<file path="src/rtl/piso_serializer_hs.sv">
// Parallel-in/serial-out serializer with valid/ready input handshake,
// runtime-selectable bit order and an external bit-rate enable.
//
// Ports:
//   clk, reset    rising-edge clock, synchronous active-high reset
//   s_valid/s_ready/s_data  word input handshake (s_ready is combinational)
//   msb_first     bit order, sampled when a word is accepted
//   shift_en      bit-rate strobe; one serial bit advances per enabled cycle
//   ser_out, ser_valid, frame_start  serial outputs (combinational from state)
//   done          registered one-cycle pulse after a frame's last bit
//   frame_count   saturating count of completed frames
module piso_serializer_hs #(
  parameter int unsigned DATA_W = 8,
  parameter int unsigned CNT_W  = 16
) (
  input  logic              clk,
  input  logic              reset,
  input  logic              s_valid,
  output logic              s_ready,
  input  logic [DATA_W-1:0] s_data,
  input  logic              msb_first,
  input  logic              shift_en,
  output logic              ser_out,
  output logic              ser_valid,
  output logic              frame_start,
  output logic              done,
  output logic [CNT_W-1:0]  frame_count
);

  localparam int unsigned BC_W = (DATA_W > 1) ? $clog2(DATA_W) : 1;
  localparam logic [BC_W-1:0] LAST_CNT = BC_W'(DATA_W - 1);

  localparam logic [0:0] IDLE  = 1'b0;
  localparam logic [0:0] SHIFT = 1'b1;

  logic [0:0]        state, state_nxt;
  logic [DATA_W-1:0] shift_reg, shift_reg_nxt;
  logic [BC_W-1:0]   bit_cnt, bit_cnt_nxt;
  logic              ord, ord_nxt;
  logic              done_nxt;
  logic [CNT_W-1:0]  frame_count_nxt;

  logic last_bit;
  logic accept;

  // Last bit leaving this cycle frees the register for a back-to-back load.
  assign last_bit = (state == SHIFT) && (bit_cnt == '0) && shift_en;
  assign s_ready  = !reset && ((state == IDLE) || last_bit);
  assign accept   = s_valid && s_ready;

  // Serial outputs are a pure function of the registered frame state.
  assign ser_valid   = (state == SHIFT);
  assign ser_out     = (state == SHIFT) && (ord ? shift_reg[DATA_W-1] : shift_reg[0]);
  assign frame_start = (state == SHIFT) && (bit_cnt == LAST_CNT);

  // State register.
  always_ff @(posedge clk) begin
    if (reset) begin
      state       <= IDLE;
      shift_reg   <= '0;
      bit_cnt     <= '0;
      ord         <= 1'b0;
      done        <= 1'b0;
      frame_count <= '0;
    end else begin
      state       <= state_nxt;
      shift_reg   <= shift_reg_nxt;
      bit_cnt     <= bit_cnt_nxt;
      ord         <= ord_nxt;
      done        <= done_nxt;
      frame_count <= frame_count_nxt;
    end
  end

  // Next-state logic.
  always_comb begin
    state_nxt       = state;
    shift_reg_nxt   = shift_reg;
    bit_cnt_nxt     = bit_cnt;
    ord_nxt         = ord;
    done_nxt        = 1'b0;
    frame_count_nxt = frame_count;

    case (state)
      IDLE: begin
        if (accept) begin
          shift_reg_nxt = s_data;
          ord_nxt       = msb_first;
          bit_cnt_nxt   = LAST_CNT;
          state_nxt     = SHIFT;
        end
      end
      SHIFT: begin
        if (shift_en) begin
          if (bit_cnt != '0) begin
            // Move the next bit toward the output end, zero fill.
            shift_reg_nxt = ord ? {shift_reg[DATA_W-2:0], 1'b0}
                                : {1'b0, shift_reg[DATA_W-1:1]};
            bit_cnt_nxt   = bit_cnt - BC_W'(1);
          end else begin
            done_nxt = 1'b1;
            if (frame_count != '1) begin
              frame_count_nxt = frame_count + CNT_W'(1);
            end
            if (accept) begin
              shift_reg_nxt = s_data;
              ord_nxt       = msb_first;
              bit_cnt_nxt   = LAST_CNT;
            end else begin
              state_nxt = IDLE;
            end
          end
        end
      end
      default: state_nxt = IDLE;
    endcase
  end

endmodule
</file>
<file path="config.mk">
export PLATFORM = sky130hd
export DESIGN_NAME = piso_serializer_hs
export DESIGN_NICKNAME = d
export VERILOG_FILES = /design/src/rtl/piso_serializer_hs.sv
export SDC_FILE = /design/constraint.sdc
export NUM_CORES = 1
export LEC_CHECK = 0
export BUFFER_PORTS_ARGS = -buffer_cell sky130_fd_sc_hd__buf_2
export CELL_PAD_IN_SITES_DETAIL_PLACEMENT = 1
export CELL_PAD_IN_SITES_GLOBAL_PLACEMENT = 1
export CORE_MARGIN = 3
export CORE_UTILIZATION = 25
export DETAILED_ROUTE_END_ITERATION = 12
export PLACE_DENSITY = 0.52
export SYNTH_ARGS = -nofsm -noshare
export SYNTH_HDL_FRONTEND = slang
export SYNTH_SLANG_ARGS = --single-unit
</file>
<file path="constraint.sdc">
create_clock -name clk -period 2.5 [get_ports clk]
set_input_delay 0.375 -clock clk [delete_from_list [all_inputs] [get_ports clk]]
set_output_delay 0.375 -clock clk [all_outputs]
set_load 0.1 [all_outputs]
</file>
# [After elaboration in Yosys (flattened, before gate mapping)]
# Cells that the tools add are included.
[word_totals] reg_bits=30 inputBits=13 wordCells=47 ramBits=0 mem_bits_ro=0 memories=0 latchBits=0
[classes] muxes=19 bitwise=3 add_sub_neg=2 n_mul=0 n_eq_ne=4 order_cmp=0 n_shift=0 reduce_logical=13 div_mod_pow=0
[op_table] operator="8-bit 2-to-1 mux" n=4
[op_table] operator="16-bit by 1-bit adder with 16-bit output, second input constant" n=1
[op_table] operator="16-bit != test, second input constant" n=1
[op_table] operator="8-bit one-hot mux with 2 select lines" n=1
[op_table] operator="3-bit 2-to-1 mux" n=3
[op_table] operator="1-bit 2-to-1 mux" n=8
[op_table] operator="1-bit logical AND" n=6
[op_table] operator="3-bit one-hot mux with 2 select lines" n=1
[op_table] operator="2-bit != test, second input constant" n=2
[op_table] operator="1-bit one-hot mux with 2 select lines" n=2
[op_table] operator="4-bit AND reduction" n=1
[op_table] operator="3-bit equality test, second input constant" n=1
[op_table] operator="3-bit zero test" n=1
[op_table] operator="1-bit inverter" n=3
[op_table] operator="3-bit nonzero test" n=1
[op_table] operator="3-bit OR reduction" n=1
[op_table] operator="3-bit by 1-bit subtractor with 3-bit output, second input constant" n=1
[op_table] operator="2-bit AND reduction" n=1
[op_table] operator="1-bit zero test" n=1
[op_table] operator="1-bit logical OR" n=1

# [Longest topological paths before layout]
[logic_depth] ltp_word=10 depth_mapped=7 depth_no_buf=6

# [Worst setup path after synthesis]
# OpenSTA, ideal clock, no wires.
[synth_timing] kind="register -> output" from="register state, in the netlist ser_valid" to="output ser_out" slack_ps=-497 path_buffers=1 t_required_ps=2125 path_stages_with_launch=3 arrival_ps=2622 path_cell_list="dfxtp_1 -> buf_2 -> nor2b_1"
[synth_between] elab_chain_cells=1
[synth_lines] item="start, declared" line="36" text="logic [0:0] state, state_nxt;"
[synth_lines] item="start signal, assigned" line="66" text="state <= state_nxt;"
[synth_lines] item="1-bit logical AND" line="53" text="assign ser_out = (state == SHIFT) && (ord ? shift_reg[DATA_W-1] : shift_reg[0]);"
[synth_lines] item="end, declared" line="23" text="output logic ser_out,"
# No other way between the ends.

# [Worst setup path in the final report]
[layout_timing] from="register bit_cnt[0]" to="register frame_count[9]"
[layout_between] elab_chain_cells=3
[layout_lines] item="start, declared" line="38" text="logic [BC_W-1:0] bit_cnt, bit_cnt_nxt;"
[layout_lines] item="start signal, assigned" line="68" text="bit_cnt <= bit_cnt_nxt;"
[layout_lines] item="3-bit nonzero test" line="95" text="if (bit_cnt != '0) begin"
[layout_lines] item="1-bit inverter (no source line)"
[layout_lines] item="4-bit AND reduction (no source line)"
[layout_lines] item="end signal, assigned" line="71" text="frame_count <= frame_count_nxt;"
[layout_lines] item="end, declared" line="27" text="output logic [CNT_W-1:0] frame_count"
# No other way between the ends.
# A chain may end at the register's enable or synchronous reset.

==> impl_results.md <==
- Status: complete, no violations
- Crit Path Max Fanout: 10
- Levels on crit path: 6
- IO Pins: 34
- Synth cell types: 52
- DR vias: about 1,500
- Top FF cell, synth: dfxtp_1
- Final-report hold violation count: 0
- Max Fclk: 475 MHz
- Cells after synthesis: about 180
- Commonest non-fill, non-tap cell in the layout: buf_2
- Crit share post-route: a little over four fifths
- IO Port Bufs: 33
- Switching Share: 28.5%
- Floorplan core area: approximately 6400 um^2
- # diodes: 0
- Iteration-0 DRC Markers: 59
- Synth Cell Area: roughly 1700 um^2
- Post-DP HPWL: ~3200 um
- Global-route wire length before repair: 7490 um
- CTS buffer count: 5
- Max stage delay cell, worst path: or4_1
- Synth-to-layout area growth: 20.1%
- Power after layout: ~1200 uW
- Final Max Tran Viols: 0
- H-tree levels: 2
- Type of the most critical hold path: input pin to flip-flop
- Remaining DRCs: 0
- Leakage: 0.000819 uW
- Ys Warns: 0
- Number of synthesized register bits: 30
- Logic gate share of total power: between 15 and 20%
- CTS resizes: 0
- Largest net degree at the start of global routing: 22
- M1 WL: 2050 um
- Worst-path cell chain: inv_1 > ha_1 > and4b_1 > nand4_4 > or4_1 > a21oi_1
- Clock Latency Late Sink: 0.28 ns
- Post-synthesis sequential area ratio: between 30% and 40%
- Register-to-Register Path Depth: 6
- Compound-Gate Fraction of Synth Area: 21.3%
- Clock slew at reported path FFs: 0.07 ns
- Mean Syn Cell Area: between 9 and 10 um^2
- Vias in the first global route: about 1,500
- P_int: between 800 and 900 uW
- CP Buf/Inv Count: 1
- Hold Path Depth: 3
- Psw: between 300 and 400 uW
- Critical Path RT: 2.72 ns
- Max cap viols: 0
- Area of the die: 7650 um^2
- Initial Utilization: between 20% and 30%
- P per Cell Area: around 600 nW/um^2
- Die X: 87.5 um
- Share of cells above drive strength 1: approximately a third
- Wirelength, routed: ~4400 um
- Net Count, Synth: ~200
- Post-CTS setup buffer count: 0
- FFs w/ async S/R, synth: 0%
- Cell family with most CP delay: simple AND/OR/NAND/NOR gates
- Met2 Wirelength: just over 2000 um
- Initial antenna violation count: 0
- Max reg flops: 16
- Die Ht: ~90 um
- Via density: about 5.2
- WS Path Type: flip-flop to flip-flop
- Endpoints failing setup: 0
- Placement row count: 29
- CTS tree: yes
- Number of synthesized flops with an enable pin: 0
- Unrepaired setup endpoints after global routing: no
- CTS sink cnt: 30
- TritonRoute pass-1 iters: 6
- Post-synthesis adder-cell area fraction: under 10%
- Longest Clk Path Bufs: 2
- Mux share of post-synthesis cell area: around 7.4%
- Mean routed wirelength per cell: approximately 15 um
- Startpoint Class: flip-flop
- Overall Global Routing Usage: between 10% and 20%
- Grt total ovfl: 0
- Routability cong.: between 0.7 and 0.8
- WHS: between 0.2 and 0.3 ns
- Largest family of logic cells by synthesized area: simple AND/OR/NAND/NOR gates
- Crit. End Element: flip-flop
- Metal3 WL: 274 um
- Critical Path AT: ~2.3 ns
- Worst VDD drop: approximately 0.22 mV
- Worst path max stage delay: between 0.5 and 0.6 ns
- Post-synthesis simple-gate area fraction: roughly a quarter
- Post-route ant nets: 0
- Final TNS setup: 0 ns
- Post-layout min period: 2.11 ns
- Skew final: 0.00573 ns
- DR top layer: met4
- Most frequent cells in the layout: buf_2, dfxtp_1, a21oi_1, nor2_1, nand2_1
- Cts hold-fix bufs: 0
- Clock Power Share: approximately two fifths
- Fin nets: between 200 and 250
- Post-Synth XOR/XNOR Area: less than 1%
- Core Util, Final: 31.2%
- Normalized max-slew margin: 67.2%
- Clock root buffer: clkbuf_8
- Tightest Pin Transition: between 0.4 and 0.5 ns
- Reg power frac: 43.5%
==> logic make-up (layout without fill, tap and decap cells) <==
logic type	Yosys count	after routing
buf+inv	14	49
simple gates	74	74
fa+ha+maj	4	4
xor+xnor	1	1
compound gates	50	50
mux	11	11
flops	30	30
==> layout make-up <==
cell class / count / area (um^2)
clock inverters: 3 / 40.0
fillers: 765 / 4390
flip-flops and latches: 30 / 603
well taps: 77 / 96.3
clock buffers: 5 / 68.8
multi-input cells: 140 / 978
repair buffers: 36 / 188
inverters: 5 / 18.8
==> worst min-delay path, stage by stage <==
cell and delay, ns:
buf_2 0.08, nand2_1 0.04, o21ai_0 0.05
==> per-layer routing <==
layer  vias to the layer above  GRT usage, %
met5                         -             0
met4                         0          3.35
met3                         6          3.88
met2                        39          19.9
met1                       721          15.9
li1                        763             -
==> synthesized netlist by cell type (2+ instances only) <==
cell / n / area (um^2)
nand4_1: 4 / 25.0
nor3_1: 2 / 10.0
o311ai_0: 2 / 17.5
and4_1: 4 / 35.0
dfxtp_1: 30 / 601
o31ai_1: 4 / 30.0
and3_2: 4 / 30.0
o21ai_0: 2 / 10.0
nand2b_1: 4 / 25.0
nand3_1: 2 / 10.0
a222oi_1: 6 / 60.1
a21o_1: 2 / 15.0
a21oi_1: 21 / 105
mux2_2: 10 / 113
inv_1: 5 / 18.8
clkbuf_8: 2 / 27.5
clkbuf_1: 3 / 11.3
buf_2: 2 / 10.0
and2_1: 3 / 18.8
nand2_1: 14 / 52.6
or4_1: 4 / 30.0
ha_1: 4 / 50.1
nor4_1: 2 / 12.5
nor2b_1: 6 / 37.5
nor2_1: 15 / 56.3
==> metrics by stage <==
step / area, um^2 / setup slack (ns) / std cells
global placement: 1880 / 0.449 / 288
floorplan: 1670 / 0.0102 / 184
global route: 1990 / 0.201 / 296
finish: 1990 / 0.393 / 296
CTS: 1990 / 0.380 / 296
detailed placement: 1880 / 0.387 / 288
==> worst paths after layout <==
path / start / to / slack, ns
max: bit_cnt[0] / frame_count[9] / 0.39
min: msb_first / ord / 0.29
max reg2reg: bit_cnt[0] / frame_count[9] / 0.39
min reg2reg: frame_count[7] / frame_count[7] / 0.51
==> power groups by stage <==
stage                     clock, uW  sequential (uW)  combinational (uW)
after floorplan                   0              549                 123
after global placement            0              531                 183
after detailed placement          0              531                 182
after CTS                       518              520                 183
after global routing            542              524                 196
final                           495              520                 180
No activity file was read; power rests on OpenSTA's default activity.
